File: src/rtl/mbinit_repairval_pkg.sv
`default_nettype none
// ============================================================================
//  Module   : mbinit_repairval_pkg
//  Brief    : Shared LTSM definitions for the MBINIT.REPAIRVAL stage:
//             sideband message codes, state encoding, message width.
//  Revision : 1.0 - initial release
// ============================================================================
package mbinit_repairval_pkg;

    localparam int SB_MSG_W = 4;

    // REPAIRVAL sideband message codes
    localparam logic [SB_MSG_W-1:0] c_MSG_INIT_REQ    = 4'b0001;
    localparam logic [SB_MSG_W-1:0] c_MSG_INIT_RESP   = 4'b0010;
    localparam logic [SB_MSG_W-1:0] c_MSG_RESULT_REQ  = 4'b0011;
    localparam logic [SB_MSG_W-1:0] c_MSG_RESULT_RESP = 4'b0100;
    localparam logic [SB_MSG_W-1:0] c_MSG_DONE_REQ    = 4'b0101;
    localparam logic [SB_MSG_W-1:0] c_MSG_DONE_RESP   = 4'b0110;

    // Sequential binary encoding, same style as the other MBINIT stages
    typedef enum logic [3:0] {
        ST_IDLE              = 4'd0,
        ST_INIT_REQ          = 4'd1,
        ST_HANDLE_VALID      = 4'd2,
        ST_PATTERN           = 4'd3,
        ST_CHECK_BUSY_RESULT = 4'd4,
        ST_RESULT_REQ        = 4'd5,
        ST_CHECK_RESULT      = 4'd6,
        ST_CHECK_BUSY_DONE   = 4'd7,
        ST_DONE_REQ          = 4'd8,
        ST_DONE              = 4'd9,
        ST_ERROR             = 4'd10
    } repairval_state_e;

endpackage : mbinit_repairval_pkg
`default_nettype wire

File: src/rtl/mbinit_repairval_timeout_counter.sv
`default_nettype none
// ============================================================================
//  Module   : ltsm_timeout_counter
//  Brief    : Saturating LTSM stage timeout counter. Cleared by i_clear,
//             advances while i_enable is high, flags expiry once the count
//             reaches CYCLES-1 so the owning FSM lands in ERROR on cycle
//             CYCLES after leaving IDLE.
//  Revision : 1.0 - initial release
// ============================================================================
module ltsm_timeout_counter #(
    parameter int CYCLES = 8000000
) (
    input  logic clk,
    input  logic rst,
    input  logic i_clear,
    input  logic i_enable,
    output logic o_expire
);
    localparam int             c_W    = $clog2(CYCLES) + 1;
    localparam logic [c_W-1:0] c_LAST = c_W'(CYCLES - 1);
    localparam logic [c_W-1:0] c_MAX  = '1;

    logic [c_W-1:0] r_count_q;

    // Count up while enabled, hold at all-ones instead of wrapping
    always_ff @(posedge clk) begin
        if (rst || i_clear) begin
            r_count_q <= '0;
        end else if (i_enable && (r_count_q != c_MAX)) begin
            r_count_q <= r_count_q + 1'b1;
        end
    end

    assign o_expire = (r_count_q >= c_LAST);

endmodule : ltsm_timeout_counter
`default_nettype wire

File: src/rtl/mbinit_repairval.sv
`default_nettype none
// ============================================================================
//  Module   : mbinit_repairval
//  Brief    : MBINIT.REPAIRVAL initiator sequencer. Runs the init / result /
//             done sideband handshake, enables the valid-lane pattern, checks
//             the partner's pass bit and raises a held end or error level.
//  Revision : 1.0 - initial release
// ============================================================================
module mbinit_repairval
    import mbinit_repairval_pkg::*;
#(
    parameter int TIMEOUT_CYCLES = 8000000
) (
    input  logic                CLK,
    input  logic                rst,
    input  logic                i_REPAIRCLK_end,
    input  logic [SB_MSG_W-1:0] i_Rx_SbMessage,
    input  logic                i_msg_valid,
    input  logic                i_Busy_SideBand,
    input  logic                i_falling_edge_busy,
    input  logic                i_VAL_Pattern_done,
    input  logic                i_VAL_Result_logged,
    output logic                o_MBINIT_REPAIRVAL_Pattern_En,
    output logic                o_MBINIT_REPAIRVAL_end,
    output logic [SB_MSG_W-1:0] o_TX_SbMessage,
    output logic                o_ValidOutDatat_Module,
    output logic                o_train_error_req_repairval
);

    repairval_state_e    r_state_q, w_state_d;
    logic                r_val_pass_q, w_val_pass_d;
    logic                r_pattern_en_q, w_pattern_en_d;
    logic                r_end_q, w_end_d;
    logic [SB_MSG_W-1:0] r_tx_msg_q, w_tx_msg_d;
    logic                r_tx_valid_q, w_tx_valid_d;
    logic                r_err_q, w_err_d;
    logic                w_expire;
    logic                w_in_idle;
    logic                w_cnt_run;
    logic                w_sent;

    assign w_in_idle = (r_state_q == ST_IDLE);
    assign w_cnt_run = !w_in_idle && (r_state_q != ST_DONE) && (r_state_q != ST_ERROR);
    // A request is considered sent only when busy has really dropped
    assign w_sent    = i_falling_edge_busy && !i_Busy_SideBand;

    ltsm_timeout_counter #(
        .CYCLES (TIMEOUT_CYCLES)
    ) u_timeout (
        .clk      (CLK),
        .rst      (rst),
        .i_clear  (w_in_idle),
        .i_enable (w_cnt_run),
        .o_expire (w_expire)
    );

    // State, pass flag and registered outputs
    always_ff @(posedge CLK) begin
        if (rst) begin
            r_state_q      <= ST_IDLE;
            r_val_pass_q   <= 1'b0;
            r_pattern_en_q <= 1'b0;
            r_end_q        <= 1'b0;
            r_tx_msg_q     <= '0;
            r_tx_valid_q   <= 1'b0;
            r_err_q        <= 1'b0;
        end else begin
            r_state_q      <= w_state_d;
            r_val_pass_q   <= w_val_pass_d;
            r_pattern_en_q <= w_pattern_en_d;
            r_end_q        <= w_end_d;
            r_tx_msg_q     <= w_tx_msg_d;
            r_tx_valid_q   <= w_tx_valid_d;
            r_err_q        <= w_err_d;
        end
    end

    // Next state: enable drop beats timeout, timeout beats normal flow
    always_comb begin
        w_state_d    = r_state_q;
        w_val_pass_d = r_val_pass_q;
        case (r_state_q)
            ST_IDLE: begin
                if (i_REPAIRCLK_end && !i_Busy_SideBand) w_state_d = ST_INIT_REQ;
            end
            ST_INIT_REQ, ST_RESULT_REQ, ST_DONE_REQ: begin
                if (w_sent) w_state_d = ST_HANDLE_VALID;
            end
            ST_HANDLE_VALID: begin
                if (i_msg_valid) begin
                    case (i_Rx_SbMessage)
                        c_MSG_INIT_RESP: w_state_d = ST_PATTERN;
                        c_MSG_RESULT_RESP: begin
                            w_val_pass_d = i_VAL_Result_logged;
                            w_state_d    = ST_CHECK_RESULT;
                        end
                        c_MSG_DONE_RESP: w_state_d = ST_DONE;
                        default:         w_state_d = r_state_q;
                    endcase
                end
            end
            ST_PATTERN: begin
                if (i_VAL_Pattern_done) w_state_d = ST_CHECK_BUSY_RESULT;
            end
            ST_CHECK_BUSY_RESULT: begin
                if (!i_Busy_SideBand) w_state_d = ST_RESULT_REQ;
            end
            ST_CHECK_RESULT: begin
                w_state_d = r_val_pass_q ? ST_CHECK_BUSY_DONE : ST_ERROR;
            end
            ST_CHECK_BUSY_DONE: begin
                if (!i_Busy_SideBand) w_state_d = ST_DONE_REQ;
            end
            ST_DONE, ST_ERROR: begin
                w_state_d = r_state_q;
            end
            default: w_state_d = ST_IDLE;
        endcase

        if (w_cnt_run && w_expire) w_state_d = ST_ERROR;
        if (!w_in_idle && !i_REPAIRCLK_end) w_state_d = ST_IDLE;
    end

    // Output decode from next state so outputs align with the state register
    always_comb begin
        w_pattern_en_d = 1'b0;
        w_end_d        = 1'b0;
        w_tx_msg_d     = '0;
        w_tx_valid_d   = 1'b0;
        w_err_d        = 1'b0;
        case (w_state_d)
            ST_INIT_REQ: begin
                w_tx_valid_d = 1'b1;
                w_tx_msg_d   = c_MSG_INIT_REQ;
            end
            ST_RESULT_REQ: begin
                w_tx_valid_d = 1'b1;
                w_tx_msg_d   = c_MSG_RESULT_REQ;
            end
            ST_DONE_REQ: begin
                w_tx_valid_d = 1'b1;
                w_tx_msg_d   = c_MSG_DONE_REQ;
            end
            ST_PATTERN: w_pattern_en_d = 1'b1;
            ST_DONE:    w_end_d        = 1'b1;
            ST_ERROR:   w_err_d        = 1'b1;
            default:    w_end_d        = 1'b0;
        endcase
    end

    assign o_MBINIT_REPAIRVAL_Pattern_En = r_pattern_en_q;
    assign o_MBINIT_REPAIRVAL_end        = r_end_q;
    assign o_TX_SbMessage                = r_tx_msg_q;
    assign o_ValidOutDatat_Module        = r_tx_valid_q;
    assign o_train_error_req_repairval   = r_err_q;

endmodule : mbinit_repairval
`default_nettype wire

File: config.mk
export PLATFORM = sky130hd
export DESIGN_NAME = mbinit_repairval
export DESIGN_NICKNAME = d
export VERILOG_FILES = /design/src/rtl/mbinit_repairval_pkg.sv /design/src/rtl/mbinit_repairval_timeout_counter.sv /design/src/rtl/mbinit_repairval.sv
export SDC_FILE = /design/constraint.sdc
export NUM_CORES = 1
export LEC_CHECK = 0
export CORE_ASPECT_RATIO = 1.1
export CORE_MARGIN = 2
export CORE_UTILIZATION = 35
export CTS_CLUSTER_SIZE = 16
export DETAILED_ROUTE_END_ITERATION = 7
export PLACE_DENSITY = 0.5
export REMOVE_ABC_BUFFERS = 1
export SLEW_MARGIN = 20
export SYNTH_ARGS = -nofsm -noshare
export SYNTH_HDL_FRONTEND = slang
export SYNTH_HIERARCHICAL = 1
export SYNTH_SLANG_ARGS = --single-unit
File: constraint.sdc
create_clock -name CLK -period 3.3 [get_ports CLK]
set_clock_uncertainty 0.15 [all_clocks]
set_input_delay 0.33 -clock CLK [delete_from_list [all_inputs] [get_ports CLK]]
set_output_delay 0.33 -clock CLK [all_outputs]
set_load 0.02 [all_outputs]
# Yosys cells after proc, flatten, opt, wreduce, memory -nomap -nowiden
# Index checks and enable logic that the tools add are counted.
# classes
addsub	1
n_lt_le_gt_ge	1
n_eq_ne	22
mux	16
reduce_logical	16
# ops
operator	n
$mux W4	9
$pmux W4 S8	1
$eq A4 B3 Y1 const B	7
$add A24 B1 Y24 const B	1
$eq A4 B4 Y1 const B	6
$ge A24 B23 Y1 const B	1
$ne A24 B24 Y1 const B	1
$eq A4 B2 Y1 const B	4
$pmux W4 S3	1
$pmux W3 S3	1
$eq A4 B1 Y1 const B	2
$ne A4 B4 Y1 const B	2
$logic_and A1 B1 Y1	7
$reduce_or A3 Y1	2
$logic_not A4 Y1	1
$mux W1	4
$logic_not A1 Y1	3
$reduce_and A3 Y1	1
$reduce_or A2 Y1	1
$logic_or A1 B1 Y1	1
# totals
reg_bits	37

# Depth between registers and ports, before layout
# logic_depth
depth_word	10
mapped_depth	11
ltp_nobuf	11

# By module
# Netlist, hierarchy kept.
# modules_own_cells
module	instances	cells_per_inst	area_each_um2	seq_area_each_um2
ltsm_timeout_counter	1	151	1342.5	480.5
mbinit_repairval	1	97	798.3	220.2

# Worst setup path after synthesis
# Ideal clock, no wire load.
# synth_timing
path_kind	register to register
from	reg u_timeout.r_count_q[0]
to	reg r_end_q (netlist: o_MBINIT_REPAIRVAL_end)
arrival_time_ns	2.424
required_time_ns	3.085
slack_ns	0.661
stages_incl_launch_ff	12
path_buffers	0
synth_period_minus_slack_ns	2.639
cell_sequence	dfxtp_1 > ha_1 > nand3_1 > nor3_1 > o41ai_1 > a21oi_1 > a211o_1 > a2111oi_2 > a211oi_1 > a31o_4 > or3_1 > nor2_1
# synth_via
elab_chain_len	6
# synth_rtl
item	line	source
start: declaration	mbinit_repairval_timeout_counter.sv:23	logic [c_W-1:0] r_count_q;
start signal: assignment	mbinit_repairval_timeout_counter.sv:30	r_count_q <= r_count_q + 1'b1;
$ge A24 B23 Y1	mbinit_repairval_timeout_counter.sv:34	assign o_expire = (r_count_q >= c_LAST);
net w_expire	mbinit_repairval.sv:37	logic w_expire;
$logic_and A1 B1 Y1	mbinit_repairval.sv:120	if (w_cnt_run && w_expire) w_state_d = ST_ERROR;
$mux W4	mbinit_repairval.sv:120	
$mux W4	mbinit_repairval.sv:121	if (!w_in_idle && !i_REPAIRCLK_end) w_state_d = ST_IDLE;
$eq A4 B4 Y1	mbinit_repairval.sv:131	case (w_state_d)
$mux W1	mbinit_repairval.sv:131	
end signal: assignment	mbinit_repairval.sv:71	r_end_q <= w_end_d;
end: declaration	mbinit_repairval.sv:33	logic r_end_q, w_end_d;
# The timed path passes the listed nets, and every way through them passes these cells.
# A chain may end at the register's enable or synchronous reset.

# Worst setup path in the final report
# layout_timing
from	reg u_timeout.r_count_q[0]
to	reg r_tx_msg_q[1] (netlist: o_TX_SbMessage[1])
# layout_via
elab_chain_len	6
elab_cells_between_ends	8
cone_classes	order compare (1); eq/ne (3); mux (3); reduce/logical (1)
# layout_rtl
item	line	source
$ge A24 B23 Y1 (*)	mbinit_repairval_timeout_counter.sv:34	
net w_expire	mbinit_repairval.sv:37	
$logic_and A1 B1 Y1 (*)	mbinit_repairval.sv:120	
$mux W4 (*)	mbinit_repairval.sv:120	
$mux W4 (*)	mbinit_repairval.sv:121	
$eq A4 B4 Y1, or another cell as far along	mbinit_repairval.sv:131	
$pmux W3 S3 (*)	mbinit_repairval.sv:131	
end signal: assignment	mbinit_repairval.sv:72	r_tx_msg_q <= w_tx_msg_d;
end: declaration	mbinit_repairval.sv:34	logic [SB_MSG_W-1:0] r_tx_msg_q, w_tx_msg_d;
# The timed path passes the listed nets; every way through them passes the cells marked *.

==> results_dict.tcl <==
set metrics [dict create \
    grt_pass1_vias 1711 \
    htreeDepth 2 \
    cts_root_buf "clkbuf_8" \
    ys_ff_latch 35 \
    pre_cts_slack_ps 413 \
    worst_skew_pair.late_latency_ps 280 \
    grt_pass1_wl_um 8140 \
    cellLeakagePower_nw 0.781 \
    finalNonFillerCells 337 \
    async_flop_share_pct 0 \
    setup_violations 0 \
    overflow 0 \
    antenna_found_initial 0 \
    routedWlPerCell_um 13.9 \
    path_buf_inv 0 \
    drc 0 \
    fin_area_um2 2420 \
    core_area_um2 5840 \
    cts_tree "built" \
    power.total_mw 0.832 \
    fp.dieH_um 86.0 \
    fin_hold_ws_ps 408 \
    pin_count 20 \
    synth.avg_cell_area_um2 8.63 \
    setup.worst_path.class "reg -> reg" \
    drt_iter0_drc 107 \
    fin_crit_sh_pct 88.8 \
    maxCapViolCount 0 \
    rsz0062_at_grt "no" \
    start_kind "flip-flop" \
    cts_sinks 35 \
    drtAntennaViolNets 0 \
    synth_edf_count 0 \
    worstPathMaxFanout 6 \
    final.min_clock_period_ps 2930 \
    cp_cell_sequence "ha_1, nand3_1, nor3_1, o41ai_1, a21oi_1, a211o_1, a2111oi_2, a211oi_1, a31o_4, or3_1, nor2_1" \
    hpwl_um 3320 \
    num_rows 29 \
    drtPass1Iterations 4 \
    clk_pin_slew_worst_paths_ps 70 \
    vias 1803 \
    dp.cells 330 \
    drive_gt1_share_pct 11.5 \
    place.port_buffers 18 \
    ctsHoldBuffers 0 \
    syn-instance-count 248 \
    fmax_mhz 341 \
    grtUsageTotal_pct 15.1 \
    ir_drop_mv 0.168 \
    gp_congestion 0.725 \
    cp.required_ps 3380 \
    syn_to_final_growth_pct 13.3 \
    initial_utilization_pct 36.6 \
    powerDensity_nw_per_um2 343 \
    end_kind "flip-flop" \
    maxSlewViolCount 0 \
    die-area_um2 6760 \
    cts_resized 0 \
    fillers 595 \
    maxSlewHeadroom_pct 52.3 \
    status "finished clean" \
    postCtsSetupBuffers 0 \
    cp.arrival_ps 3000 \
    hold_viol_final 0 \
    placed_cell_area_um2 2340 \
    grt_start_max_net_pins 25 \
    antenna_cells 0 \
    cpPeakStageDelay_ps 370 \
    synth-main-ff-cell "dfxtp_1" \
    final_util_pct 41.5 \
    cts_made_buffers 5 \
    fin_setup_tns_ps 0 \
    clockBufferDepth 2 \
    worst_slew_pin_slew_ps 715 \
    die_w_um 78.6 \
    nets 273 \
    fin_ws_ps 371 \
    synth_area_um2 2140 \
    totalWireLength_um 4690 \
    slowest_stage "or3_1" \
    ys_types 64 \
    hp-class "reg -> reg" \
    mostFrequentLayoutCells "nor2_1 (35), dfxtp_1 (35), xnor2_1 (20)" \
    synth.yosys.warnings 6 \
    ys_seq_area_share_pct 32.7 \
    critPathTopFamily "compound AO/OA/AOI/OAI gates" \
    viasPerCell 5.35 \
]
==> cell usage after synthesis (all sizes together), types with 4 or more instances <==
library cell,count,area (um^2)
o21ai,6,30.0
a21oi,11,55.1
nor4,7,56.3
nor3b,4,41.3
a2111oi,4,66.3
dfxtp,35,701
xnor2,20,175
a211oi,9,82.6
clkbuf,4,16.3
buf,11,87.6
nor3,8,45.0
inv,7,26.3
nand2b,6,45.0
nand2,14,55.1
nor2b,4,25.0
nor2,35,131
nand4,7,73.8
nand3,10,55.1
and3,7,43.8
==> worst min-delay path: stages (launching register included) <==
cell	delay [ps]
dfxtp_1	340
mux2i_1	120
nor2_1	50
==> metal layers <==
metal  global-route usage (%)  wire length, um
met1                     19.0             2260
met5                        0                0
met3                     2.84              119
met2                     25.3             2220
met4                     6.38               87
==> power by group <==
group / internal, mW / total, mW / switching (mW)
Clock: 0.164 / 0.315 / 0.151
Sequential: 0.426 / 0.435 / 0.00860
Combinational: 0.0399 / 0.0824 / 0.0425
==> worst paths after layout <==
check	from	to	slack, ps	cells past startpoint
setup / recovery	u_timeout/r_count_q[0]$_SDFFE_PP0P_	o_TX_SbMessage[1]$_SDFF_PP0_	370	11
hold / removal	u_timeout/r_count_q[1]$_SDFFE_PP0P_	u_timeout/r_count_q[1]$_SDFFE_PP0P_	410	2
setup reg to reg	u_timeout/r_count_q[0]$_SDFFE_PP0P_	o_TX_SbMessage[1]$_SDFF_PP0_	370	11
hold reg to reg	u_timeout/r_count_q[1]$_SDFFE_PP0P_	u_timeout/r_count_q[1]$_SDFFE_PP0P_	410	2
==> cell type report <==
cell class	count	area, um^2	share of cell area [%]
repair buffers	20	195	8.05
clock inverters	1	5.00	0.206
clock buffers	6	82.6	3.41
flip-flops and latches	35	701	28.9
inverters	7	26.3	1.08
well taps	77	96.3	3.97
multi-input cells	191	1320	54.4
==> registers in the layout, summed over array words and instances, names as in the netlist <==
signal / count
r_state_q: 4
o_ValidOutDatat_Module: 1
o_MBINIT_REPAIRVAL_Pattern_En: 1
u_timeout/r_count_q: 24
r_val_pass_q: 1
o_train_error_req_repairval: 1
o_TX_SbMessage: 2
o_MBINIT_REPAIRVAL_end: 1
==> cells by family (layout without fill, tap and decap cells) <==
kind of cell    Yosys count  count (layout)  share of synthesized area [%]
compound gates           51              51                           19.6
xor+xnor                 20              20                           8.18
fa+ha+maj                 1               1                          0.584
buf+inv                  22              34                           6.08
flops                    35              35                           32.7
mux                       2               2                          0.935
other cells               1               1                          0.175
simple gates            116             116                           31.7
No activity file was read; power rests on OpenSTA's default activity.
